### src/rtl/oc8051_iram_arb_if.sv
// rtl/oc8051_iram_arb_if.sv - bus bundle between the two IRAM masters, the arbiter and the RAM
interface oc8051_iram_arb_if;
  logic       cpu_rd_req;
  logic [7:0] cpu_rd_addr;
  logic       cpu_rd_gnt;
  logic       cpu_rvalid;
  logic       cpu_wr_req;
  logic [7:0] cpu_wr_addr;
  logic [7:0] cpu_wr_data;
  logic       cpu_wr_gnt;
  logic       cpu_wr_err;

  logic       ldr_rd_req;
  logic [7:0] ldr_rd_addr;
  logic       ldr_rd_gnt;
  logic       ldr_rvalid;
  logic       ldr_wr_req;
  logic [7:0] ldr_wr_addr;
  logic [7:0] ldr_wr_data;
  logic       ldr_wr_gnt;

  logic       prot_on;
  logic [7:0] rd_data;

  logic [7:0] ram_rd_addr;
  logic       ram_rd_en;
  logic [7:0] ram_rd_data;
  logic [7:0] ram_wr_addr;
  logic [7:0] ram_wr_data;
  logic       ram_wr;
  logic       ram_wr_en;

  // arbiter side
  modport slave (
    input  cpu_rd_req, cpu_rd_addr, cpu_wr_req, cpu_wr_addr, cpu_wr_data,
    input  ldr_rd_req, ldr_rd_addr, ldr_wr_req, ldr_wr_addr, ldr_wr_data,
    input  prot_on, ram_rd_data,
    output cpu_rd_gnt, cpu_rvalid, cpu_wr_gnt, cpu_wr_err,
    output ldr_rd_gnt, ldr_rvalid, ldr_wr_gnt,
    output rd_data, ram_rd_addr, ram_rd_en, ram_wr_addr, ram_wr_data, ram_wr, ram_wr_en
  );

  // requester / RAM side
  modport master (
    output cpu_rd_req, cpu_rd_addr, cpu_wr_req, cpu_wr_addr, cpu_wr_data,
    output ldr_rd_req, ldr_rd_addr, ldr_wr_req, ldr_wr_addr, ldr_wr_data,
    output prot_on, ram_rd_data,
    input  cpu_rd_gnt, cpu_rvalid, cpu_wr_gnt, cpu_wr_err,
    input  ldr_rd_gnt, ldr_rvalid, ldr_wr_gnt,
    input  rd_data, ram_rd_addr, ram_rd_en, ram_wr_addr, ram_wr_data, ram_wr, ram_wr_en
  );
endinterface

### src/rtl/oc8051_iram_arb.sv
// rtl/oc8051_iram_arb.sv - CPU/loader IRAM arbiter with starvation bound; OC8051_IRAM_ARB_PROT_EN adds a CPU write-protect window
module oc8051_iram_arb #(
  parameter int         MAX_WAIT = 4,
  parameter int         WAIT_W   = 3,
  parameter logic [7:0] PROT_LO  = 8'h00,
  parameter logic [7:0] PROT_HI  = 8'h0F
) (
  input  logic                clk,
  input  logic                rst,
  oc8051_iram_arb_if.slave    bus
);

  localparam logic [WAIT_W-1:0] WAIT_LIM = WAIT_W'(MAX_WAIT);

  logic [WAIT_W-1:0] rd_wait;
  logic [WAIT_W-1:0] wr_wait;
  logic              cpu_rd_gnt;
  logic              ldr_rd_gnt;
  logic              cpu_wr_gnt;
  logic              ldr_wr_gnt;
  logic              cpu_rvalid_q;
  logic              ldr_rvalid_q;
  logic              wr_blocked;

  // Loader counter: count denied cycles up to the limit, drop to zero on grant or idle.
  function automatic logic [WAIT_W-1:0] wait_next(input logic req, input logic gnt,
                                                  input logic [WAIT_W-1:0] cur);
    if (req && !gnt) begin
      return (cur == WAIT_LIM) ? cur : cur + WAIT_W'(1);
    end
    return '0;
  endfunction

  // Per-port arbitration: CPU wins unless the loader has waited MAX_WAIT contested cycles.
  always_comb begin
    cpu_rd_gnt = rst & bus.cpu_rd_req & ~(bus.ldr_rd_req & (rd_wait == WAIT_LIM));
    ldr_rd_gnt = rst & bus.ldr_rd_req & (~bus.cpu_rd_req | (rd_wait == WAIT_LIM));
    cpu_wr_gnt = rst & bus.cpu_wr_req & ~(bus.ldr_wr_req & (wr_wait == WAIT_LIM));
    ldr_wr_gnt = rst & bus.ldr_wr_req & (~bus.cpu_wr_req | (wr_wait == WAIT_LIM));
  end

  // Starvation counters and read-valid flags; a grant in a reset cycle yields no rvalid.
  always_ff @(posedge clk) begin
    if (!rst) begin
      rd_wait      <= '0;
      wr_wait      <= '0;
      cpu_rvalid_q <= 1'b0;
      ldr_rvalid_q <= 1'b0;
    end else begin
      rd_wait      <= wait_next(bus.ldr_rd_req, ldr_rd_gnt, rd_wait);
      wr_wait      <= wait_next(bus.ldr_wr_req, ldr_wr_gnt, wr_wait);
      cpu_rvalid_q <= cpu_rd_gnt;
      ldr_rvalid_q <= ldr_rd_gnt;
    end
  end

`ifdef OC8051_IRAM_ARB_PROT_EN
  logic wr_err_q;

  assign wr_blocked = bus.prot_on & cpu_wr_gnt &
                      (bus.cpu_wr_addr >= PROT_LO) & (bus.cpu_wr_addr <= PROT_HI);

  // One-cycle error pulse following a CPU write swallowed by the protection window.
  always_ff @(posedge clk) begin
    if (!rst) begin
      wr_err_q <= 1'b0;
    end else begin
      wr_err_q <= wr_blocked;
    end
  end

  assign bus.cpu_wr_err = wr_err_q;
`else
  assign wr_blocked     = 1'b0;
  assign bus.cpu_wr_err = 1'b0;
`endif

  assign bus.cpu_rd_gnt = cpu_rd_gnt;
  assign bus.ldr_rd_gnt = ldr_rd_gnt;
  assign bus.cpu_wr_gnt = cpu_wr_gnt;
  assign bus.ldr_wr_gnt = ldr_wr_gnt;
  assign bus.cpu_rvalid = cpu_rvalid_q;
  assign bus.ldr_rvalid = ldr_rvalid_q;
  assign bus.rd_data    = bus.ram_rd_data;

  // RAM-side muxing from whichever master holds each port; idle ports present zero.
  always_comb begin
    bus.ram_rd_en   = cpu_rd_gnt | ldr_rd_gnt;
    bus.ram_rd_addr = ldr_rd_gnt ? bus.ldr_rd_addr :
                      cpu_rd_gnt ? bus.cpu_rd_addr : 8'h00;
    bus.ram_wr      = ldr_wr_gnt | (cpu_wr_gnt & ~wr_blocked);
    bus.ram_wr_en   = ldr_wr_gnt | (cpu_wr_gnt & ~wr_blocked);
    bus.ram_wr_addr = ldr_wr_gnt ? bus.ldr_wr_addr :
                      cpu_wr_gnt ? bus.cpu_wr_addr : 8'h00;
    bus.ram_wr_data = ldr_wr_gnt ? bus.ldr_wr_data :
                      cpu_wr_gnt ? bus.cpu_wr_data : 8'h00;
  end

endmodule
### src/flat_wrapper.sv
// flat-port wrapper written by rule: the top's interface ports become plain ports
module oc8051_iram_arb_flat 
#(
  parameter int         MAX_WAIT = 4,
  parameter int         WAIT_W   = 3,
  parameter logic [7:0] PROT_LO  = 8'h00,
  parameter logic [7:0] PROT_HI  = 8'h0F
)
  (clk, rst, bus_cpu_rd_req, bus_cpu_rd_addr, bus_cpu_wr_req, bus_cpu_wr_addr, bus_cpu_wr_data, bus_ldr_rd_req, bus_ldr_rd_addr, bus_ldr_wr_req, bus_ldr_wr_addr, bus_ldr_wr_data, bus_prot_on, bus_ram_rd_data, bus_cpu_rd_gnt, bus_cpu_rvalid, bus_cpu_wr_gnt, bus_cpu_wr_err, bus_ldr_rd_gnt, bus_ldr_rvalid, bus_ldr_wr_gnt, bus_rd_data, bus_ram_rd_addr, bus_ram_rd_en, bus_ram_wr_addr, bus_ram_wr_data, bus_ram_wr, bus_ram_wr_en);
  oc8051_iram_arb_if bus_i ();
  input  logic clk;
  input  logic rst;
  input wire logic [$bits(bus_i.cpu_rd_req)-1:0] bus_cpu_rd_req;
  input wire logic [$bits(bus_i.cpu_rd_addr)-1:0] bus_cpu_rd_addr;
  input wire logic [$bits(bus_i.cpu_wr_req)-1:0] bus_cpu_wr_req;
  input wire logic [$bits(bus_i.cpu_wr_addr)-1:0] bus_cpu_wr_addr;
  input wire logic [$bits(bus_i.cpu_wr_data)-1:0] bus_cpu_wr_data;
  input wire logic [$bits(bus_i.ldr_rd_req)-1:0] bus_ldr_rd_req;
  input wire logic [$bits(bus_i.ldr_rd_addr)-1:0] bus_ldr_rd_addr;
  input wire logic [$bits(bus_i.ldr_wr_req)-1:0] bus_ldr_wr_req;
  input wire logic [$bits(bus_i.ldr_wr_addr)-1:0] bus_ldr_wr_addr;
  input wire logic [$bits(bus_i.ldr_wr_data)-1:0] bus_ldr_wr_data;
  input wire logic [$bits(bus_i.prot_on)-1:0] bus_prot_on;
  input wire logic [$bits(bus_i.ram_rd_data)-1:0] bus_ram_rd_data;
  output wire logic [$bits(bus_i.cpu_rd_gnt)-1:0] bus_cpu_rd_gnt;
  output wire logic [$bits(bus_i.cpu_rvalid)-1:0] bus_cpu_rvalid;
  output wire logic [$bits(bus_i.cpu_wr_gnt)-1:0] bus_cpu_wr_gnt;
  output wire logic [$bits(bus_i.cpu_wr_err)-1:0] bus_cpu_wr_err;
  output wire logic [$bits(bus_i.ldr_rd_gnt)-1:0] bus_ldr_rd_gnt;
  output wire logic [$bits(bus_i.ldr_rvalid)-1:0] bus_ldr_rvalid;
  output wire logic [$bits(bus_i.ldr_wr_gnt)-1:0] bus_ldr_wr_gnt;
  output wire logic [$bits(bus_i.rd_data)-1:0] bus_rd_data;
  output wire logic [$bits(bus_i.ram_rd_addr)-1:0] bus_ram_rd_addr;
  output wire logic [$bits(bus_i.ram_rd_en)-1:0] bus_ram_rd_en;
  output wire logic [$bits(bus_i.ram_wr_addr)-1:0] bus_ram_wr_addr;
  output wire logic [$bits(bus_i.ram_wr_data)-1:0] bus_ram_wr_data;
  output wire logic [$bits(bus_i.ram_wr)-1:0] bus_ram_wr;
  output wire logic [$bits(bus_i.ram_wr_en)-1:0] bus_ram_wr_en;
  assign bus_i.cpu_rd_req = bus_cpu_rd_req;
  assign bus_i.cpu_rd_addr = bus_cpu_rd_addr;
  assign bus_i.cpu_wr_req = bus_cpu_wr_req;
  assign bus_i.cpu_wr_addr = bus_cpu_wr_addr;
  assign bus_i.cpu_wr_data = bus_cpu_wr_data;
  assign bus_i.ldr_rd_req = bus_ldr_rd_req;
  assign bus_i.ldr_rd_addr = bus_ldr_rd_addr;
  assign bus_i.ldr_wr_req = bus_ldr_wr_req;
  assign bus_i.ldr_wr_addr = bus_ldr_wr_addr;
  assign bus_i.ldr_wr_data = bus_ldr_wr_data;
  assign bus_i.prot_on = bus_prot_on;
  assign bus_i.ram_rd_data = bus_ram_rd_data;
  assign bus_cpu_rd_gnt = bus_i.cpu_rd_gnt;
  assign bus_cpu_rvalid = bus_i.cpu_rvalid;
  assign bus_cpu_wr_gnt = bus_i.cpu_wr_gnt;
  assign bus_cpu_wr_err = bus_i.cpu_wr_err;
  assign bus_ldr_rd_gnt = bus_i.ldr_rd_gnt;
  assign bus_ldr_rvalid = bus_i.ldr_rvalid;
  assign bus_ldr_wr_gnt = bus_i.ldr_wr_gnt;
  assign bus_rd_data = bus_i.rd_data;
  assign bus_ram_rd_addr = bus_i.ram_rd_addr;
  assign bus_ram_rd_en = bus_i.ram_rd_en;
  assign bus_ram_wr_addr = bus_i.ram_wr_addr;
  assign bus_ram_wr_data = bus_i.ram_wr_data;
  assign bus_ram_wr = bus_i.ram_wr;
  assign bus_ram_wr_en = bus_i.ram_wr_en;
  oc8051_iram_arb #(.MAX_WAIT(MAX_WAIT), .WAIT_W(WAIT_W), .PROT_LO(PROT_LO), .PROT_HI(PROT_HI)) u_core (.clk(clk), .rst(rst), .bus(bus_i));
endmodule
### config.mk
export PLATFORM = sky130hd
export DESIGN_NAME = oc8051_iram_arb_flat
export DESIGN_NICKNAME = d
export VERILOG_FILES = /design/src/rtl/oc8051_iram_arb_if.sv /design/src/rtl/oc8051_iram_arb.sv /design/src/flat_wrapper.sv
export SDC_FILE = /design/constraint.sdc
export NUM_CORES = 1
export LEC_CHECK = 0
export ABC_AREA = 1
export CELL_PAD_IN_SITES_DETAIL_PLACEMENT = 0
export CELL_PAD_IN_SITES_GLOBAL_PLACEMENT = 1
export CORE_ASPECT_RATIO = 0.7
export CORE_MARGIN = 2
export CORE_UTILIZATION = 14
export DETAILED_ROUTE_END_ITERATION = 16
export PLACE_DENSITY_LB_ADDON = 0.3
export SYNTH_ARGS = -nofsm -noshare
export SYNTH_HDL_FRONTEND = slang
export SYNTH_SLANG_ARGS = --single-unit
### constraint.sdc
create_clock -name clk -period 1.7 [get_ports clk]
set_input_delay 0.255 -clock clk [delete_from_list [all_inputs] [get_ports clk]]
set_output_delay 0.255 -clock clk [all_outputs]
set_load 0.05 [all_outputs]
==> results of run 1 <==
[report_power, final]
part | internal (mW) | total, mW | switching [mW]
clock | 0.153 | 0.221 | 0.0682
sequential | 0.194 | 0.196 | 0.00234
combinational | 0.360 | 0.690 | 0.330
[area by class of cell]
cell class | count | share of cell area
Timing Repair Buffer | 114 | 0.553
Sequential cell | 8 | 0.0626
Tap cell | 75 | 0.0356
Multi-Input combinational cell | 110 | 0.303
Clock buffer | 3 | 0.0157
Inverter | 19 | 0.0299
[cell families (layout without fill, tap and decap cells)]
logic type      after synthesis  in the layout  synth area share
buf+inv                      31            136             0.207
flops                         8              8             0.196
other cells                   1              1           0.00460
compound gates                3              3            0.0368
fa+ha+maj                     4              4            0.0614
simple gates                102            102             0.494
[worst max-delay path: stages (launching register included)]
cell and delay (ps):
dfxtp_2 320, inv_2 60, ha_4 140, nand2_4 60
a21oi_4 220, clkbuf_16 190, nand2b_4 130, buf_12 130
[metrics by stage]
stage                     area [µm²]  setup WS (ps)  TNS, ps   util  power (mW)
after CTS                       2500          -49.5     -866  0.442        1.10
final                           2640          -39.3     -335  0.465        1.11
after detailed placement        2230           -151    -2420  0.393       0.828
after floorplan                  915          -19.8     -158      -       0.508
after global placement          2230           -155    -2540  0.393       0.827
after global routing            2640           -110    -2250  0.465        1.17
[state kept, by name, indices dropped and copies added (netlist names)]
register and cells:
u_core.bus.ldr_rvalid 1, u_core.rd_wait 3, u_core.bus.cpu_rvalid 1, u_core.wr_wait 3
[layer usage]
metal,routed length [µm],track usage,vias up,part of all wire
li1,-,-,648,-
met1,1440,0.134,552,0.42
met2,1880,0.166,17,0.55
met3,96,0.0209,0,0.028
met4,0,0.0163,0,0
met5,0,0,-,0
[cells in the mapped netlist]
library cell	n	area, µm²
nand4_1	4	25.0
nand2_2	1	6.26
a21oi_1	1	5.00
buf_4	10	75.1
nand2_1	86	323
inv_2	1	3.75
clkinv_1	1	3.75
dfxtp_1	8	160
buf_6	2	22.5
conb_1	1	3.75
nand3_1	4	20.0
ha_1	4	50.1
a21oi_4	1	16.3
nand2b_1	1	6.26
inv_1	17	63.8
a21oi_2	1	8.76
nor2_1	6	22.5
[path summary, 6_finish.rpt]
path,start,endpoint,slack (ps),depth (start not counted)
max,u_core.rd_wait[1],bus_ram_rd_en,-40,7
max reg2reg,u_core.wr_wait[0],u_core.wr_wait[0],600,7
min reg2reg,u_core.wr_wait[1],u_core.wr_wait[1],650,4
min,bus_cpu_wr_req,u_core.wr_wait[1],460,4
[repair_timing]
action	in CTS	in global routing
buffers inserted	6	5
pin swaps	20	15
endpoints found under the hold margin	0	0
hold buffers	0	0
resized for setup	49	33
gates cloned	2	2
setup endpoints to repair	27	28
==> results_dict.tcl, run 1 <==
set metrics [dict create \
    overflow 0 \
    first_global_vias 1115 \
    num_rows 23 \
    hp-class "in -> reg" \
    die_x_um 95.2 \
    pin_count 105 \
    period_needed_ps 1740 \
    nets 323 \
    skew_ps 0.306 \
    clock-sinks 8 \
    crit_path_end_kind "output port" \
    ir_drop_mv 0.217 \
    syn_nets 216 \
    rsz0062_at_grt "yes" \
    syn_area_um2 816 \
    syn_inst 149 \
    cts_root_buffer "clkbuf_8" \
    area_delta_synth_final_pct 223 \
    diodes 0 \
    cap_violations 0 \
    violations "negative setup slack" \
    syn_area_per_cell_um2 5.48 \
    final_common_cell "clkdlybuf4s50_1" \
    fp.coreArea_um2 5670 \
    antenna_found_initial 0 \
    place_inst 313 \
    start_util 0.144 \
    post_drt_wl_per_cell_um 10.4 \
    nFillCells 544 \
    io_buffers 86 \
    max_freq_mhz 575 \
    grt_use_total 0.0994 \
    slew_viol_final 0 \
    start_kind "register" \
    drive_gt1_frac 0.520 \
    dr.first_iter.drc_count 6 \
    die_h_um 67.9 \
    h-tree-depth 1 \
    grt_max_degree 18 \
    drt_first_pass_iters 3 \
    vias 1217 \
    crit_type "reg -> out" \
    cts_made_buffers 3 \
    layout_common_cells "49 x clkdlybuf4s50_1, 35 x nand2_1, 33 x buf_12" \
    register_area_um2 165 \
    status "finished, violations left" \
    finalSetupViolations 22 \
    ys_types 17 \
    route.detailed.drc 0 \
    grt_pass1_wl_um 5090 \
    ant_nets 0 \
    worstPathRequired_ps 1440 \
    vias_per_cell 3.70 \
    cp.arrival_ps 1480 \
    fin_hold_ws_ps 458 \
    die_area_um2 6460 \
    ys_seq_area_frac 0.196 \
    power.density_nw_per_um2 420 \
    hpwlAfterDp_um 2580 \
    clock_path_buffers 2 \
    multiInputGateArea_um2 800 \
    ys_warn_count 0 \
    p_leak_nw 1.27 \
    clk_pin_slew_ps 40 \
    wirelength_um 3420 \
    worst_slack_ps -39.3 \
    gp_congestion 0.661 \
    final_hold_viol_count 0 \
    stdcell_count 329 \
    finalCritPeriodShare 1.02 \
    cts_tree "built" \
    critPathMaxFanout 5 \
    ys_ff_latch 8 \
    clkLatencyLatePin_ps 220 \
]
(Power assumes the default switching activity.)
==> run 2: changes to the inputs <==
--- a/config.mk
+++ b/config.mk
@@ -8,11 +8,11 @@
 export ABC_AREA = 1
 export CELL_PAD_IN_SITES_DETAIL_PLACEMENT = 0
 export CELL_PAD_IN_SITES_GLOBAL_PLACEMENT = 1
-export CORE_ASPECT_RATIO = 0.7
 export CORE_MARGIN = 2
 export CORE_UTILIZATION = 14
 export DETAILED_ROUTE_END_ITERATION = 16
 export PLACE_DENSITY_LB_ADDON = 0.3
+export SLEW_MARGIN = 20
 export SYNTH_ARGS = -nofsm -noshare
 export SYNTH_HDL_FRONTEND = slang
 export SYNTH_SLANG_ARGS = --single-unit
==> run 2 against run 1 <==
  * The run still ends with negative setup slack left
  * Combinational power increased by 4.2%
  * Global-route usage increased by 1.2 points
  * Final cell count decreased by 0.61%
  * First-iteration DRC count increased to 4.5 times the previous value
  * Core utilization increased by 2.6 points
  * Via count increased by 7.7%
  * Register-to-register slack got worse by 180 ps
  * Non-clock buffer count unchanged
  * Die area decreased by 0.15%
  * Sequential share of layout area decreased by 0.23 points
==> results_dict.tcl, run 2 (synthesis gave the netlist of run 1 again) <==
set metrics [dict create \
    status "finished, violations left" \
    violations "negative setup slack" \
    ant_nets 0 \
    dr.first_iter.drc_count 27 \
    hp-class "in -> reg" \
    ir_drop_mv 0.367 \
    fin_util 0.491 \
    critPathMostFrequentCell "buf_12" \
    layout_common_cells "48 x clkdlybuf4s50_1, 34 x buf_12, 31 x nand2_4" \
    area_delta_synth_final_pct 235 \
    die_h_um 80.3 \
    cts_tree "built" \
    nets 324 \
    regToRegSetupSlack_ps 420 \
    cp.arrival_ps 1510 \
    die_area_um2 6450 \
    clock_path_buffers 2 \
    min_from "bus_cpu_wr_req" \
    io_buffers 86 \
    grt_pass1_wl_um 5780 \
    h-tree-depth 1 \
    fp.coreArea_um2 5570 \
    finalCritPeriodShare 1.04 \
    post_drt_wl_per_cell_um 11.5 \
    pin_count 105 \
    crit_chain "inv_2, ha_4, nand2_4, a21oi_4, buf_12, buf_16, nand2_1, nand2_2, buf_12" \
    drt_first_pass_iters 4 \
    rsz0062_at_grt "yes" \
    cap_violations 0 \
    slowest_delay_ps 310 \
    clock-sinks 8 \
    slowest_stage "dfxtp_2" \
    power.density_nw_per_um2 417 \
    die_x_um 80.3 \
    vias 1311 \
    hold_path_depth 4 \
    gp_congestion 0.726 \
    crit_path_end_kind "output port" \
    p_leak_nw 1.31 \
    period_needed_ps 1760 \
    max_freq_mhz 568 \
    min_to "u_core.wr_wait[1]" \
    clk_pin_slew_ps 40 \
    first_global_vias 1316 \
    worst_slack_ps -61.5 \
    tns_ps -922 \
    grt_max_degree 18 \
    overflow 0 \
    vias_per_cell 4.01 \
    final_hold_viol_count 0 \
    reg2reg_from "u_core.rd_wait[0]" \
    drive_gt1_frac 0.545 \
    start_util 0.146 \
    start_kind "register" \
    r2r_end "u_core.rd_wait[2]" \
    hpwlAfterDp_um 2650 \
    reg2regPathDepth 9 \
    dp_worst_setup_slack_ps -168 \
    cts_made_buffers 3 \
    clkLatencyLatePin_ps 230 \
    stdcell_count 327 \
    crit_type "reg -> out" \
    nFillCells 525 \
    cts_root_buffer "clkbuf_8" \
    diodes 0 \
    num_rows 27 \
    place_inst 308 \
    antenna_found_initial 0 \
    grt_use_total 0.111 \
    reg_top3 "u_core.rd_wait x3, u_core.wr_wait x3" \
    ctsHoldBuffers 0 \
    route.detailed.drc 0 \
    slew_viol_final 0 \
    worstPathRequired_ps 1440 \
    critPathMaxFanout 8 \
    place_area_um2 2210 \
    finalSetupViolations 24 \
    skew_ps 2.88 \
    final_common_cell "clkdlybuf4s50_1" \
    wirelength_um 3770 \
    stdcell_area_um2 2740 \
]
## run 2: cell count changes in the layout (fill, tap and decap cells not counted), sizes merged
| cell | before | now |
|---|---|---|
| clkdlybuf4s50 | 49 | 48 |
| dlymetal6s2s | 2 | 1 |
| dlygate4sd2 | 2 | 4 |
| inv | 18 | 19 |
## run 2: layer usage
| layer | track usage | wire length (µm) | part of all wire |
|---|---|---|---|
| met1 | 0.125 | 1340 | 0.35 |
| met4 | 0.0153 | 12 | 0.0032 |
| met5 | 0 | 0 | 0 |
| met3 | 0.0472 | 465 | 0.12 |
| met2 | 0.198 | 1960 | 0.52 |
## run 2: repair_timing
| action | CTS | global route |
|---|---|---|
| gates resized for setup | 54 | 46 |
| setup endpoints to repair | 29 | 28 |
| buffers inserted | 8 | 5 |
| gates cloned | 4 | 1 |
| pin swaps | 20 | 10 |
## run 2: layout make-up
type	count	area [µm²]	area share
inverter	19	83.8	0.0306
timing repair inverter	1	11.3	0.00412
timing repair buffer	114	1490	0.546
multi-input combinational	110	851	0.311
tap	72	90.1	0.0329
sequential	8	165	0.0604
clock buffer	3	41.3	0.0151
## run 2: report_power, final
part           switching, mW  internal (mW)  leakage (nW)  total [mW]
Sequential           0.00233          0.194        0.0670       0.196
Clock                 0.0734          0.153        0.0216       0.227
Combinational          0.346          0.373          1.22       0.719
Total                  0.421          0.720          1.31        1.14
## run 2: worst max-delay path by stage
stage	from	endpoint	slack (ps)	depth (start not counted)
2_1_floorplan	u_core.rd_wait[0]	bus_ram_rd_addr[0]	-20	6
3_3_place_gp	rst	bus_ram_wr_data[3]	-160	8
3_5_place_dp	rst	bus_ram_wr_data[3]	-170	8
4_1_cts	u_core.wr_wait[1]	bus_ram_wr_addr[6]	-80	9
5_1_grt	u_core.wr_wait[0]	bus_ram_wr_addr[5]	-140	9
6_report	u_core.wr_wait[0]	bus_ram_wr_addr[0]	-60	9
## run 2: metrics by stage
stage	hold WS, ps	power [mW]
floorplan	351	0.508
global placement	510	0.823
detailed placement	510	0.827
CTS	497	1.11
global route	480	1.20
finish	455	1.14
## run 2: critical path: cells and delay by family (launching register included)
family	cells	cell delay, ps
DFF	1	310
adders and majority gates	1	150
buffers and inverters	4	450
and+or+nand+nor	3	190
AOI/OAI and AO/OA	1	170
